==> config.mk <==
export PLATFORM = sky130hd
export DESIGN_NAME = cdb_rr_arbiter
export DESIGN_NICKNAME = d
export VERILOG_FILES = /design/src/rtl/tomasulo_pkg.sv /design/src/rtl/rr_priority_pick.sv /design/src/rtl/cdb_rr_arbiter.sv
export SDC_FILE = /design/constraint.sdc
export NUM_CORES = 1
export LEC_CHECK = 0
export BUFFER_PORTS_ARGS = -buffer_cell sky130_fd_sc_hd__buf_2
export CAP_MARGIN = 20
export CELL_PAD_IN_SITES_DETAIL_PLACEMENT = 1
export CELL_PAD_IN_SITES_GLOBAL_PLACEMENT = 1
export CORE_AREA = 8 8 173 175
export DETAILED_ROUTE_END_ITERATION = 12
export DIE_AREA = 0 0 181 183
export PLACE_DENSITY = 0.79
export SETUP_SLACK_MARGIN = 0.5
export SLEW_MARGIN = 20
export SYNTH_ARGS = -nofsm -noshare
export SYNTH_HDL_FRONTEND = slang
export SYNTH_SLANG_ARGS = --single-unit
==> constraint.sdc <==
create_clock -name clk -period 5.05 [get_ports clk]
set_input_delay 0.505 -clock clk [delete_from_list [all_inputs] [get_ports clk]]
set_output_delay 0.505 -clock clk [all_outputs]
set_load 0.03 [all_outputs]
==> src/rtl/tomasulo_pkg.sv <==
// Shared types and widths for the Tomasulo common-data-bus logic.
package tomasulo_pkg;

  localparam int unsigned TAG_W  = 4;
  localparam int unsigned DATA_W = 32;

  typedef enum logic {IDLE, BEAT2} cdb_state_t;

  typedef logic [TAG_W-1:0] tag_t;

endpackage

==> src/rtl/rr_priority_pick.sv <==
// Rotating priority encoder: returns the first asserted request at or after ptr,
// wrapping modulo N.
module rr_priority_pick #(
  parameter int unsigned N = 6,
  localparam int unsigned PW = (N > 1) ? $clog2(N) : 1
) (
  input  logic [N-1:0]  req,
  input  logic [PW-1:0] ptr,
  output logic          found,
  output logic [PW-1:0] idx
);

  logic [31:0] j;

  always_comb begin
    found = 1'b0;
    idx   = '0;
    j     = '0;
    for (int k = 0; k < int'(N); k++) begin
      j = (32'(ptr) + 32'(k)) % 32'(N);
      if (!found && req[j[PW-1:0]]) begin
        found = 1'b1;
        idx   = j[PW-1:0];
      end
    end
  end

endmodule

==> src/rtl/cdb_rr_arbiter.sv <==
// Round-robin common-data-bus arbiter with registered broadcast and optional
// two-beat (lo then hi word) transfers for wide producers.
module cdb_rr_arbiter #(
  parameter int unsigned         N_REQ       = 6,
  parameter int unsigned         TAG_W       = tomasulo_pkg::TAG_W,
  parameter int unsigned         DATA_W      = tomasulo_pkg::DATA_W,
  parameter logic [N_REQ-1:0]    DOUBLE_MASK = 6'b011000
) (
  input  logic                      clk,
  input  logic                      reset,
  input  logic [N_REQ-1:0]          req,
  input  logic [N_REQ*TAG_W-1:0]    req_tag,
  input  logic [N_REQ*DATA_W-1:0]   req_data_lo,
  input  logic [N_REQ*DATA_W-1:0]   req_data_hi,
  output logic [N_REQ-1:0]          ack,
  output logic                      cdb_valid,
  output logic [TAG_W-1:0]          cdb_tag,
  output logic [DATA_W-1:0]         cdb_data,
  output logic                      cdb_hi,
  output logic                      busy
);

  import tomasulo_pkg::*;

  localparam int unsigned PW = (N_REQ > 1) ? $clog2(N_REQ) : 1;

  cdb_state_t        state_q, state_d;
  logic [PW-1:0]     rr_ptr_q, rr_ptr_d;
  logic [PW-1:0]     sel_q, sel_d;
  logic              valid_q, valid_d;
  logic [TAG_W-1:0]  tag_q, tag_d;
  logic [DATA_W-1:0] data_q, data_d;
  logic              hi_q, hi_d;
  logic [N_REQ-1:0]  ack_c;
  logic              found;
  logic [PW-1:0]     win;

  rr_priority_pick #(
    .N(N_REQ)
  ) u_pick (
    .req  (req),
    .ptr  (rr_ptr_q),
    .found(found),
    .idx  (win)
  );

  function automatic logic [PW-1:0] ptr_after(input logic [PW-1:0] i);
    return (i == PW'(N_REQ - 1)) ? '0 : i + 1'b1;
  endfunction

  always_comb begin
    state_d  = state_q;
    rr_ptr_d = rr_ptr_q;
    sel_d    = sel_q;
    valid_d  = 1'b0;
    tag_d    = tag_q;
    data_d   = data_q;
    hi_d     = 1'b0;
    ack_c    = '0;
    unique case (state_q)
      IDLE: begin
        if (found) begin
          valid_d = 1'b1;
          tag_d   = req_tag[win*TAG_W +: TAG_W];
          data_d  = req_data_lo[win*DATA_W +: DATA_W];
          // Double-beat winners are only acked on their final (hi) beat.
          if (DOUBLE_MASK[win]) begin
            sel_d   = win;
            state_d = BEAT2;
          end else begin
            ack_c[win] = 1'b1;
            rr_ptr_d   = ptr_after(win);
          end
        end
      end
      BEAT2: begin
        ack_c[sel_q] = 1'b1;
        valid_d      = 1'b1;
        hi_d         = 1'b1;
        tag_d        = req_tag[sel_q*TAG_W +: TAG_W];
        data_d       = req_data_hi[sel_q*DATA_W +: DATA_W];
        rr_ptr_d     = ptr_after(sel_q);
        state_d      = IDLE;
      end
      default: state_d = IDLE;
    endcase
  end

  always_ff @(posedge clk or negedge reset) begin
    if (!reset) begin
      state_q  <= IDLE;
      rr_ptr_q <= '0;
      sel_q    <= '0;
      valid_q  <= 1'b0;
      tag_q    <= '0;
      data_q   <= '0;
      hi_q     <= 1'b0;
    end else begin
      state_q  <= state_d;
      rr_ptr_q <= rr_ptr_d;
      sel_q    <= sel_d;
      valid_q  <= valid_d;
      tag_q    <= tag_d;
      data_q   <= data_d;
      hi_q     <= hi_d;
    end
  end

  // ack is combinational, so it must be masked explicitly while reset is held.
  assign ack       = ack_c & {N_REQ{reset}};
  assign busy      = (state_q == BEAT2);
  assign cdb_valid = valid_q;
  assign cdb_tag   = tag_q;
  assign cdb_data  = data_q;
  assign cdb_hi    = hi_q;

endmodule
### After elaboration in Yosys (flattened, before gate mapping)

Memories as Yosys holds them, arrays and structs flattened.
Index checks and enable logic that the tools add are counted.
W data, S select, Z words.

* register bits after elaboration: 45
* latch bits: 0
* memory bits (writable): 0
* memory bits (read-only): 8
* input bits: 416
* output and inout bits: 45
* logic and storage cells: 102
* memories: 1

* add/subtract/negate cells: 7
* multiply operators: 0
* divide/modulo/power cells: 6
* magnitude comparators: 10
* equality and inequality tests: 4
* shift-type cells: 4
* muxes and demuxes: 47
* bitwise operators: 2
* reductions and logical operators: 14

Memory list
* (name not given): words 8, bits a word 1, rd ports 1, clocked after Yosys merged registers in 0, wr ports 0, line cdb_rr_arbiter.sv:67 `if (DOUBLE_MASK[win]) begin`

Operator list (count)
* $shiftx A192 B9 Y32: 2
* $mod A32 B3 Y32 const B: 5
* $pmux W32 S2: 1
* $shiftx A24 B6 Y4: 2
* $lt A3 B4 Y1 const B: 8
* $mod A3 B3 Y32 const B: 1
* $mux W32: 1
* $mux W3: 10
* $mux W1: 19
* $bmux W1 S3: 6
* $mux W6: 2
* $pmux W6 S2: 1
* $add A3 B2 Y4 const B: 2
* $add A3 B3 Y4 const B: 2
* $pmux W4 S2: 1
* $logic_and A1 B1 Y1: 7
* $add A3 B1 Y3 const B: 2
* $and A6 B6 Y6: 1
* $demux W1 S3: 2
* $eq A3 B3 Y1 const B: 2
* $ge A3 B1 Y1 const B: 2
* $pmux W3 S2: 1
* $logic_not A1 Y1: 5
* $add A3 B1 Y4 const B: 1
* other kinds (6): 8

### Depth between registers and ports, before layout

* word-level depth: 27
* mapped depth: 21
* mapped depth without buffers: 16

### Modules after synthesis

From an unflattened synthesis, not the netlist that was laid out.

* cell total of the unflattened synthesis: 629
* area total of the unflattened synthesis: 5783.0 µm²

Modules (own cells, without submodules)
* cdb_rr_arbiter: times used 1, cells each 494, area each 4812.1 µm², sequential area each 1126.1 µm²
* rr_priority_pick: times used 1, cells each 135, area each 970.9 µm², sequential area each 0.0 µm²

### Worst setup path after synthesis

No wires, ideal clock.

* kind: reg2out
* start point: register rr_ptr_q[0]
* end point: output ack[1]
* arrival: 4460 ps
* required time: 4545 ps
* slack: 85 ps
* stages on the path, launching flop included: 21
* buffers on the path: 5
* path through: dfrtp_1 > buf_2 > buf_2 > inv_1 > ha_1 > xor2_2 > inv_1 > ha_1 > nand2b_1 > o21ai_0 > a2bb2oi_1 > a311oi_1 > o211ai_1 > or3b_1 > a21o_1 > buf_6 > and2_1 > buf_6 > buf_6 > nor4_2 > o21a_1

* cells in the longest elaborated chain, start to end: 27
* elaborated cells on any way between the ends: 56
* those cells by class: add/sub: 5; div: 6; order compare: 2; mux: 30; bitwise: 1; reduce/logical: 11; memory: 1

Ends and longest elaborated chain
* start: declaration: line cdb_rr_arbiter.sv:28 `logic [PW-1:0] rr_ptr_q, rr_ptr_d;`
* start signal: assignment: line cdb_rr_arbiter.sv:100 `rr_ptr_q <= rr_ptr_d;`
* parallel branches: the longest is 24 deep, another holds $mod A32 B3 Y32
* $mux W6 (*): line cdb_rr_arbiter.sv:62 `if (found) begin`
* $pmux W6 S2 (*): line cdb_rr_arbiter.sv:60 `unique case (state_q)`
* $and A6 B6 Y6 (*): line cdb_rr_arbiter.sv:110 `assign ack = ack_c & {N_REQ{reset}};`
* end: declaration: line cdb_rr_arbiter.sv:15 `output logic [N_REQ-1:0] ack,`

Mark *: on every way between the ends. The select of a mux whose other input is x is not followed.

### Worst setup path in the final report

* start point: register rr_ptr_q[1]
* end point: output ack[5]

The elaborated chain is that of the path after synthesis.

==> qor.yml <==
outcome: "finished, final reports clean"
area_growth_pct: 54.7
root_buffer: "clkbuf_16"
cts_num_sinks: 45
max_freq_mhz: 214
power.leakage_uw: 0.00437
seqPwrFrac: 0.085
syn-mean-instance-area_sq_um: 8.88
slew_violations: 0
detail-route-antenna-nets: 0
clock_path_buffers: 2
rsz0062_at_grt: "true"
dpl.hpwl_mm: 31.0
slew_headroom: 0.362
critPathKind: "flip-flop to primary output"
cp_max_fo: 6
cp_cell_sequence: "ha_4 -> xor2_4 -> ha_4 -> nand2b_4 -> or3_1 -> a32oi_2 -> mux2_4 -> or3b_4 -> or3b_4 -> a21o_4 -> a21oi_4 -> a21oi_2 -> nor2b_2 -> buf_6"
holdBufCountCts: 0
synth_compound_area_frac: 0.313
pwr_density_cell_nw_per_um2: 1040
drv_cap: 0
finalNonFillerCells: 1466
endpoint_kind: "primary output"
ys_seq_elements: 45
tns_ps: 0
post_synth_num_cell_types: 68
start_kind: "flip-flop"
synth-simple-area-share: 0.107
num-fill-cells: 3386
yosys_most_used_dff: "dfrtp_1"
grt_usage: 0.211
grt_pass1_vias: 8613
start_util: 0.216
synth_cells: 665
seq_area_frac_synth: 0.191
period_minus_slack_ps: 4670
place_congestion: 0.929
synth_top_family_by_area: "compound AO/OA/AOI/OAI gates"
grt_overflow: 0
syn_nets: 1094
first_iter_violations: 476
mostFrequentLayoutCells: "buf_2, mux2i_1, nand2_1"
setup_ws_ps: 383
drive_above_1_share: 0.561
fp.dieW_um: 181
cts_max_level: 2
synth_fa_ha_area_frac: 0.0275
max-vdd-ir-drop_mv: 0.836
cts_inserted_buffers: 5
slowest_stage: "dfrtp_2"
hold_viol: 0
core_area_sq_um: 27300
wirelength_mm: 37.2
setup_viol: 0
antenna_found_initial: 5
synth_area_sq_um: 5910
crit_required_ps: 4550
clkLatencyLatePin_ps: 300
firstDrtPassIters: 8
rows: 61
clk_pin_slew_ps: 70
final_common_cell: "buf_2"
min_path_type: "input pin to async pin"
critPathMaxStageDelay_ps: 490
p_sw_frac: 0.546
synth-edff-count: 0
muxShareOfSynthArea: 0.292
switchingPower_uw: 5190
pwr-share-comb: 0.872
drc_errors: 0
die_height_um: 183
arrival_ps: 4160
yosys.area_share.xor_xnor: 0.00847
io_buffers: 460
grt_pass1_wl_mm: 53.4
timing.final.crit_share: 0.924
p_int_uw: 4310
dp_slack_ps: 216
grt_max_degree: 54
pin_count: 461
cts_tree: "yes"
synth_warnings: 0
post_drt_via_cell_ratio: 5.36
async_flop_share: 1.00
clockPowerShare: 0.043
final_nets: 1543
worst_slew_pin_slew_ps: 955
wl_per_cell_um: 25.4
dr_total_vias: 7855
dp_cells: 1436
dieArea_sq_um: 33100
skew_ps: 7.36
[cell type report]
class                   instances  area (sq um)  share of cell area
diodes                          5          12.5             0.00137
clock buffers                   7           143              0.0156
clock inverters                 1          30.0             0.00329
inverters                      16          62.6             0.00685
multi-input cells             542          4620               0.506
flip-flops and latches         45          1130               0.124
well taps                     346           433              0.0474
repair buffers                504          2700               0.296
[per-layer routing]
metal,global-route usage,part of all wire
met1,0.237,0.38
met2,0.390,0.53
met3,0.0475,0.064
met5,0,0
met4,0.0666,0.026
[metrics by stage]
stage / power, uW / utilization / hold slack, ps / area [sq um]
after floorplan: 6430 / - / 209 / 5970
after global placement: 8480 / 0.317 / 580 / 8660
after detailed placement: 8670 / 0.317 / 587 / 8660
after CTS: 9430 / 0.331 / 300 / 9060
after global routing: 10300 / 0.334 / 333 / 9140
final: 9500 / 0.334 / 284 / 9140
[registers in the layout (all words and copies together), names as in the netlist]
signal / count
cdb_valid: 1
cdb_data: 32
cdb_hi: 1
sel_q: 3
cdb_tag: 4
busy: 1
rr_ptr_q: 3
[Yosys cell counts, types with 5 or more instances]
cell type  number  area share
a211o_1        20       0.030
mux4_2         32        0.12
a222oi_1       29       0.049
a21oi_1        32       0.027
nand2_1        64       0.041
o21ai_0        59       0.050
nand2b_1        5      0.0053
o32a_1          9       0.015
dfrtp_1        45        0.19
clkbuf_1       35       0.022
inv_1          13      0.0083
nand3_1         7      0.0059
mux2i_1        66        0.11
a31oi_1        13       0.014
ha_1           13       0.028
o21a_1         11       0.014
o21ai_1        17       0.014
a211oi_1       10       0.013
nor2_1         27       0.017
o221ai_1       21       0.031
buf_6           5      0.0095
mux2_2         28       0.053
buf_2          16       0.014
nor3_1         12       0.010
[power by group through the flow]
| stage | Combinational [uW] | Sequential, uW | Clock, uW |
|---|---|---|---|
| global route | 8970 | 845 | 441 |
| global placement | 7670 | 808 | 0 |
| floorplan | 5390 | 1040 | 0 |
| finish | 8280 | 808 | 412 |
| CTS | 8190 | 811 | 435 |
| detailed placement | 7850 | 818 | 0 |
[kinds of logic after synthesis]
family	count (synthesis)
AOI/OAI and AO/OA	259
xor gates and xnor gates	4
adders and majority gates	13
buffers and inverters	78
DFF	45
muxes	128
and+or+nand+nor	138
[repair_timing]
action / CTS / global route
buffers inserted: 13 / 4
endpoints found under the hold margin: 0 / 0
resized for setup: 26 / 8
endpoints found under the setup margin: 40 / 34
pin swaps: 15 / 11
[final timing paths]
path	depth (start not counted)	startpoint	endpoint	slack [ps]
worst max-delay path	14	rr_ptr_q[1]$_DFFE_PN0P_	ack[5]	380
worst min-delay path	1	reset	cdb_valid$_DFF_PN0_	280
worst max register to register	16	rr_ptr_q[1]$_DFFE_PN0P_	cdb_data[13]$_DFFE_PN0P_	540
worst min register to register	2	cdb_data[0]$_DFFE_PN0P_	cdb_data[0]$_DFFE_PN0P_	600
max in group asynchronous	2	reset	cdb_data[10]$_DFFE_PN0P_	3850
min in group clk	3	req_data_hi[88]	cdb_data[24]$_DFFE_PN0P_	450
[worst max-delay path: cells and delay by family, from the launching register on]
kind                       cells  cell delay [ps]
AOI/OAI and AO/OA              4              770
xor gates and xnor gates       1              160
adders and majority gates      2              440
buffers and inverters          1              160
DFF                            1              490
muxes                          1              350
and+or+nand+nor                5             1480
Power figures use the tool's default switching activity.
